[src/rtl/clock_defs_pkg.sv]
// clock_defs: shared moduli and widths for the clock datapath counters
package clock_defs;
  localparam int MOD_SEC  = 60;
  localparam int MOD_MIN  = 60;
  localparam int MOD_HOUR = 24;
  localparam int MOD_BCD  = 10;
  localparam int W_SEC    = 6;
  localparam int W_MIN    = 6;
  localparam int W_HOUR   = 5;
  localparam int W_BCD    = 4;
endpackage

[src/rtl/edge_pulse_sync.sv]
// edge_pulse_sync: 2-FF synchroniser turning each rising edge of an async input into a one-cycle pulse
module edge_pulse_sync (
  input  logic clk,
  input  logic reset,
  input  logic async_in,
  output logic pulse
);
  logic s1, s2, valid, armed;
  // armed only after a genuine low sample, so an input still high out of reset never pulses
  always_ff @(posedge clk)
    if (reset) {s1, s2, valid, armed, pulse} <= '0;
    else begin
      s1 <= async_in;
      s2 <= s1;
      valid <= 1'b1;
      armed <= armed | (valid & ~s1);
      pulse <= s1 & ~s2 & armed;
    end
endmodule

[src/rtl/mod_updown_counter.sv]
// mod_updown_counter: modulo-N up/down counter with saturating load and carry/borrow cascade pulses
module mod_updown_counter
  import clock_defs::*;
#(
  parameter int WIDTH     = W_BCD,
  parameter int MODULO    = MOD_BCD,
  parameter int EDGE_SYNC = 1
) (
  input  logic             clk,
  input  logic             reset,
  input  logic             clken,
  input  logic             loaden,
  input  logic [WIDTH-1:0] load,
  input  logic             up,
  input  logic             down,
  output logic [WIDTH-1:0] countout,
  output logic             carry,
  output logic             borrow,
  output logic             at_max,
  output logic             at_zero
);
  localparam logic [WIDTH-1:0] MAX = WIDTH'(MODULO - 1);
  logic step, inc, dec, carry_d, borrow_d;
  logic [WIDTH-1:0] sat, cnt_d;
  generate
    if (EDGE_SYNC != 0) begin : g_sync
      edge_pulse_sync u_sync (.clk(clk), .reset(reset), .async_in(clken), .pulse(step));
    end else begin : g_direct
      assign step = clken;
    end
  endgenerate
  assign at_max  = countout == MAX;
  assign at_zero = countout == '0;
  assign sat     = (32'(load) >= MODULO) ? MAX : load;
  // load consumes any coincident step; wraps compare against MODULO-1, not natural overflow
  always_comb begin
    inc      = step & up & ~down & ~loaden;
    dec      = step & down & ~up & ~loaden;
    carry_d  = inc & at_max;
    borrow_d = dec & at_zero;
    cnt_d    = loaden ? sat :
               inc    ? (at_max ? '0 : countout + 1'b1) :
               dec    ? (at_zero ? MAX : countout - 1'b1) : countout;
  end
  // count register and single-cycle wrap pulses
  always_ff @(posedge clk)
    if (reset) begin
      countout <= '0;
      carry <= 1'b0;
      borrow <= 1'b0;
    end else begin
      countout <= cnt_d;
      carry <= carry_d;
      borrow <= borrow_d;
    end
endmodule

[config.mk]
export PLATFORM = sky130hd
export DESIGN_NAME = mod_updown_counter
export DESIGN_NICKNAME = d
export VERILOG_FILES = /design/src/rtl/clock_defs_pkg.sv /design/src/rtl/edge_pulse_sync.sv /design/src/rtl/mod_updown_counter.sv
export SDC_FILE = /design/constraint.sdc
export NUM_CORES = 1
export LEC_CHECK = 0
export CAP_MARGIN = 20
export CORE_UTILIZATION = 44
export CTS_CLUSTER_DIAMETER = 50
export CTS_CLUSTER_SIZE = 20
export DETAILED_ROUTE_END_ITERATION = 8
export GPL_TIMING_DRIVEN = 1
export PLACE_DENSITY = 0.75
export SLEW_MARGIN = 20
export SYNTH_ARGS = -nofsm -noshare
export SYNTH_HDL_FRONTEND = slang
export SYNTH_SLANG_ARGS = --single-unit
[constraint.sdc]
create_clock -name clk -period 1.2 [get_ports clk]
set_input_delay 0.18 -clock clk [delete_from_list [all_inputs] [get_ports clk]]
set_output_delay 0.18 -clock clk [all_outputs]
set_load 0.02 [all_outputs]
==> impl_metrics.yaml <==
power_and_ir_drop:
  peakVddDrop_mv: 0.678
  p_clk_frac: 0.280
  p_sw_frac: 0.276
  p_seq_frac: 0.463
  p_int_mw: 0.629
  leakage_nw: 0.431
  p_per_area_nw_per_um2: 931
  power_frac_comb: 0.258
  switchingPower_mw: 0.239
timing:
  finalWorstSetupSlack_ns: -0.0653
  maxSlewHeadroom: 0.755
  finalSetupViolCount: 2
  finalClockSkew_ns: 0.00391
  fmax_ghz: 0.790
  tightestPinTransition_ns: 0.363
  period_minus_slack_ns: 1.27
  whs_ns: 0.359
  hold_viol: 0
  rsz0062_at_grt: "yes"
  min_period_over_period: 1.05
  maxSlewViolCount: 0
synth:
  synthCells: 72
  yosysWarnings: 0
  syn_avg_cell_area_um2: 8.58
  synth_cell_types: 33
  ys_seq_area_frac: 0.356
  synth_nets: 82
  synth_area_um2: 618
  synth_async_sr_flop_share: 0
  synth_edf_count: 0
  synthFlopType: "dfxtp_1"
  yosys_register_bits: 11
floorplan:
  die_h_um: 39.5
  ios: 18
  start_util: 0.475
  die_w_um: 39.5
  rows: 13
  coreArea_um2: 1300
  dieArea_um2: 1560
clock_network:
  clk_latency_ns: 0.26
  numCtsBuffers: 3
  postCtsSetupBuffers: 0
  path_clk_slew_ns: 0.06
  cts_tree: "built"
  clkSinkCount: 11
  cts_root_buf: "clkbuf_4"
  cts.hold.buffers_added: 0
  cts_buffer_depth: 2
  htree_levels: 1
global_routing:
  antenna_found_initial: 0
  grt_pass1_wl_mm: 2.35
  grt.busiest_layer: "met2"
  grtUsageMet3: 0.0511
  grt_max_degree: 12
  grt_pass1_vias: 545
  grt_use_total: 0.227
  use_met2: 0.381
  grt-ovfl-total: 0
  use_met1: 0.279
run:
  drv_cap: 0
drt:
  vias_per_cell: 5.55
  drc: 0
  drt_iter0_drc: 14
  final_antenna_net_count: 0
  wire_per_inst_um: 13.0
  drt_first_pass_iters: 4
  vias: 633
  wirelength_mm: 1.48
setup_path:
  cp-endpoint: "at_zero"
  path_max_fanout: 4
  rr_worst_depth: 5
  critical-path-top-delay-family: "flip-flops"
  cpMaxStageDelayCell: "dfxtp_2"
  cp-start-kind: "flip-flop"
  worstSetupStartpoint: "countout[3]"
  crit_path_max_incr_delay_ns: 0.35
  endpoint_kind: "output pin"
  r2r_slack_ns: 0.02
  arrival_ns: 1.09
  crit_type: "reg -> out"
  cp.required_ns: 1.02
  rr_endpoint: "countout[1]"
  crit_buf_inv: 1
  crit_cells: 2
  crit_chain: "nor4_4 > buf_4"
  reg2reg_from: "countout[0]"
placed_design:
  dpl_cell_area_um2: 881
  dp.cells: 110
  numPortBuffers: 17
  place_congestion: 0.855
  hpwl_mm: 1.13
finish:
  syn_to_final_growth_pct: 51.0
  stdcell_count: 114
  nets: 110
  drive_gt1_frac: 0.343
  n_antenna_cell: 0
  finalInstanceArea_um2: 933
status:
  violations: "setup timing"
  outcome: "finished, violations left"
min_path:
  hp-class: "in -> reg"
layout make-up:
| type | count | area (um2) |
|---|---|---|
| repair buffers | 29 | 248 |
| well taps | 15 | 18.8 |
| flip-flops and latches | 11 | 229 |
| fillers | 102 | 368 |
| inverters | 4 | 15.0 |
| multi-input cells | 51 | 397 |
| clock buffers | 4 | 26.3 |
layout by cell type, fill, tap and decap left out, drive strengths merged:
cell	instances
a211o	1
o2111ai	1
clkdlybuf4s50	6
clkbuf	4
and2	1
a22oi	1
nand3	1
nor4bb	1
and4b	3
o21a	1
xor2	1
o211ai	1
and3b	1
nand2	3
buf	16
o311ai	1
dlygate4sd2	6
inv	4
o21ai	1
nand3b	1
xnor2	2
nand2b	2
a21oi	3
and3	2
a31oi	4
nor2	9
nor4b	3
mux2i	2
a221o	1
nor2b	1
nor4	1
dfxtp	11
nor3	2
dlymetal6s2s	1
flip-flops by register name, indices dropped and copies added (netlist names):
signal,count
g_sync.u_sync.pulse,1
g_sync.u_sync.s2,1
g_sync.u_sync.s1,1
carry,1
g_sync.u_sync.valid,1
g_sync.u_sync.armed,1
countout,4
borrow,1
timing repair:
item	4_1_cts	5_1_grt
hold endpoints to repair	0	0
pin swaps	0	0
gates resized for setup	30	5
cloned	0	0
setup endpoints to repair	12	5
cells by family (layout without fill, tap and decap cells):
logic type | Yosys count | count (layout) | share of synthesized area
muxes | 2 | 2 | 0.0324
xor gates and xnor gates | 3 | 3 | 0.0425
buffers and inverters | 10 | 37 | 0.0769
and+or+nand+nor | 31 | 31 | 0.324
AOI/OAI and AO/OA | 15 | 15 | 0.168
DFF | 11 | 11 | 0.356
power groups by stage:
stage	sequential, mW	combinational [mW]	clock (mW)
after global placement	0.407	0.218	0
final	0.402	0.224	0.243
after detailed placement	0.407	0.222	0
after global routing	0.405	0.241	0.265
after floorplan	0.418	0.110	0
after CTS	0.402	0.217	0.253
tightest hold or removal path: cells and delay by family:
family	cells	cell delay, ns
buffers and inverters	1	0.19
AO/OA/AOI/OAI	2	0.22
metrics by stage:
| stage | util | worst slack [ns] | total power [mW] | setup TNS (ns) |
|---|---|---|---|---|
| final | 0.717 | -0.0653 | 0.869 | -0.0828 |
| after global routing | 0.717 | -0.111 | 0.911 | -0.242 |
| after CTS | 0.699 | -0.0799 | 0.871 | -0.0984 |
| after detailed placement | 0.677 | -0.433 | 0.630 | -2.42 |
| after global placement | 0.677 | -0.423 | 0.625 | -2.24 |
| after floorplan | - | -0.0866 | 0.528 | -0.120 |
metal layers:
layer / wire length, um / share of wire
met1: 643 / 0.44
met2: 794 / 0.54
met3: 32 / 0.022
met4: 6 / 0.0041
met5: 0 / 0
synthesized netlist by cell type (2+ instances only):
| master | instances | area share |
|---|---|---|
| a21oi_1 | 3 | 0.024 |
| a31oi_1 | 4 | 0.040 |
| and3_1 | 2 | 0.020 |
| and4b_2 | 2 | 0.036 |
| buf_2 | 4 | 0.032 |
| dfxtp_1 | 11 | 0.36 |
| inv_1 | 4 | 0.024 |
| mux2i_1 | 2 | 0.032 |
| nand2_1 | 3 | 0.018 |
| nand2b_1 | 2 | 0.020 |
| nor2_1 | 9 | 0.055 |
| nor3_1 | 2 | 0.016 |
| nor4b_1 | 3 | 0.043 |
| xnor2_1 | 2 | 0.028 |
worst min-delay path by stage:
stage	cells after the start	slack, ns	startpoint	end
after floorplan	1	0.31	clken	g_sync.u_sync.s1
after global placement	1	0.38	g_sync.u_sync.s2	g_sync.u_sync.pulse
after detailed placement	1	0.39	g_sync.u_sync.s2	g_sync.u_sync.pulse
after CTS	1	0.40	g_sync.u_sync.s2	g_sync.u_sync.pulse
after global routing	3	0.40	loaden	countout[2]
final	3	0.36	loaden	countout[2]
No activity file was read; power rests on OpenSTA's default activity.
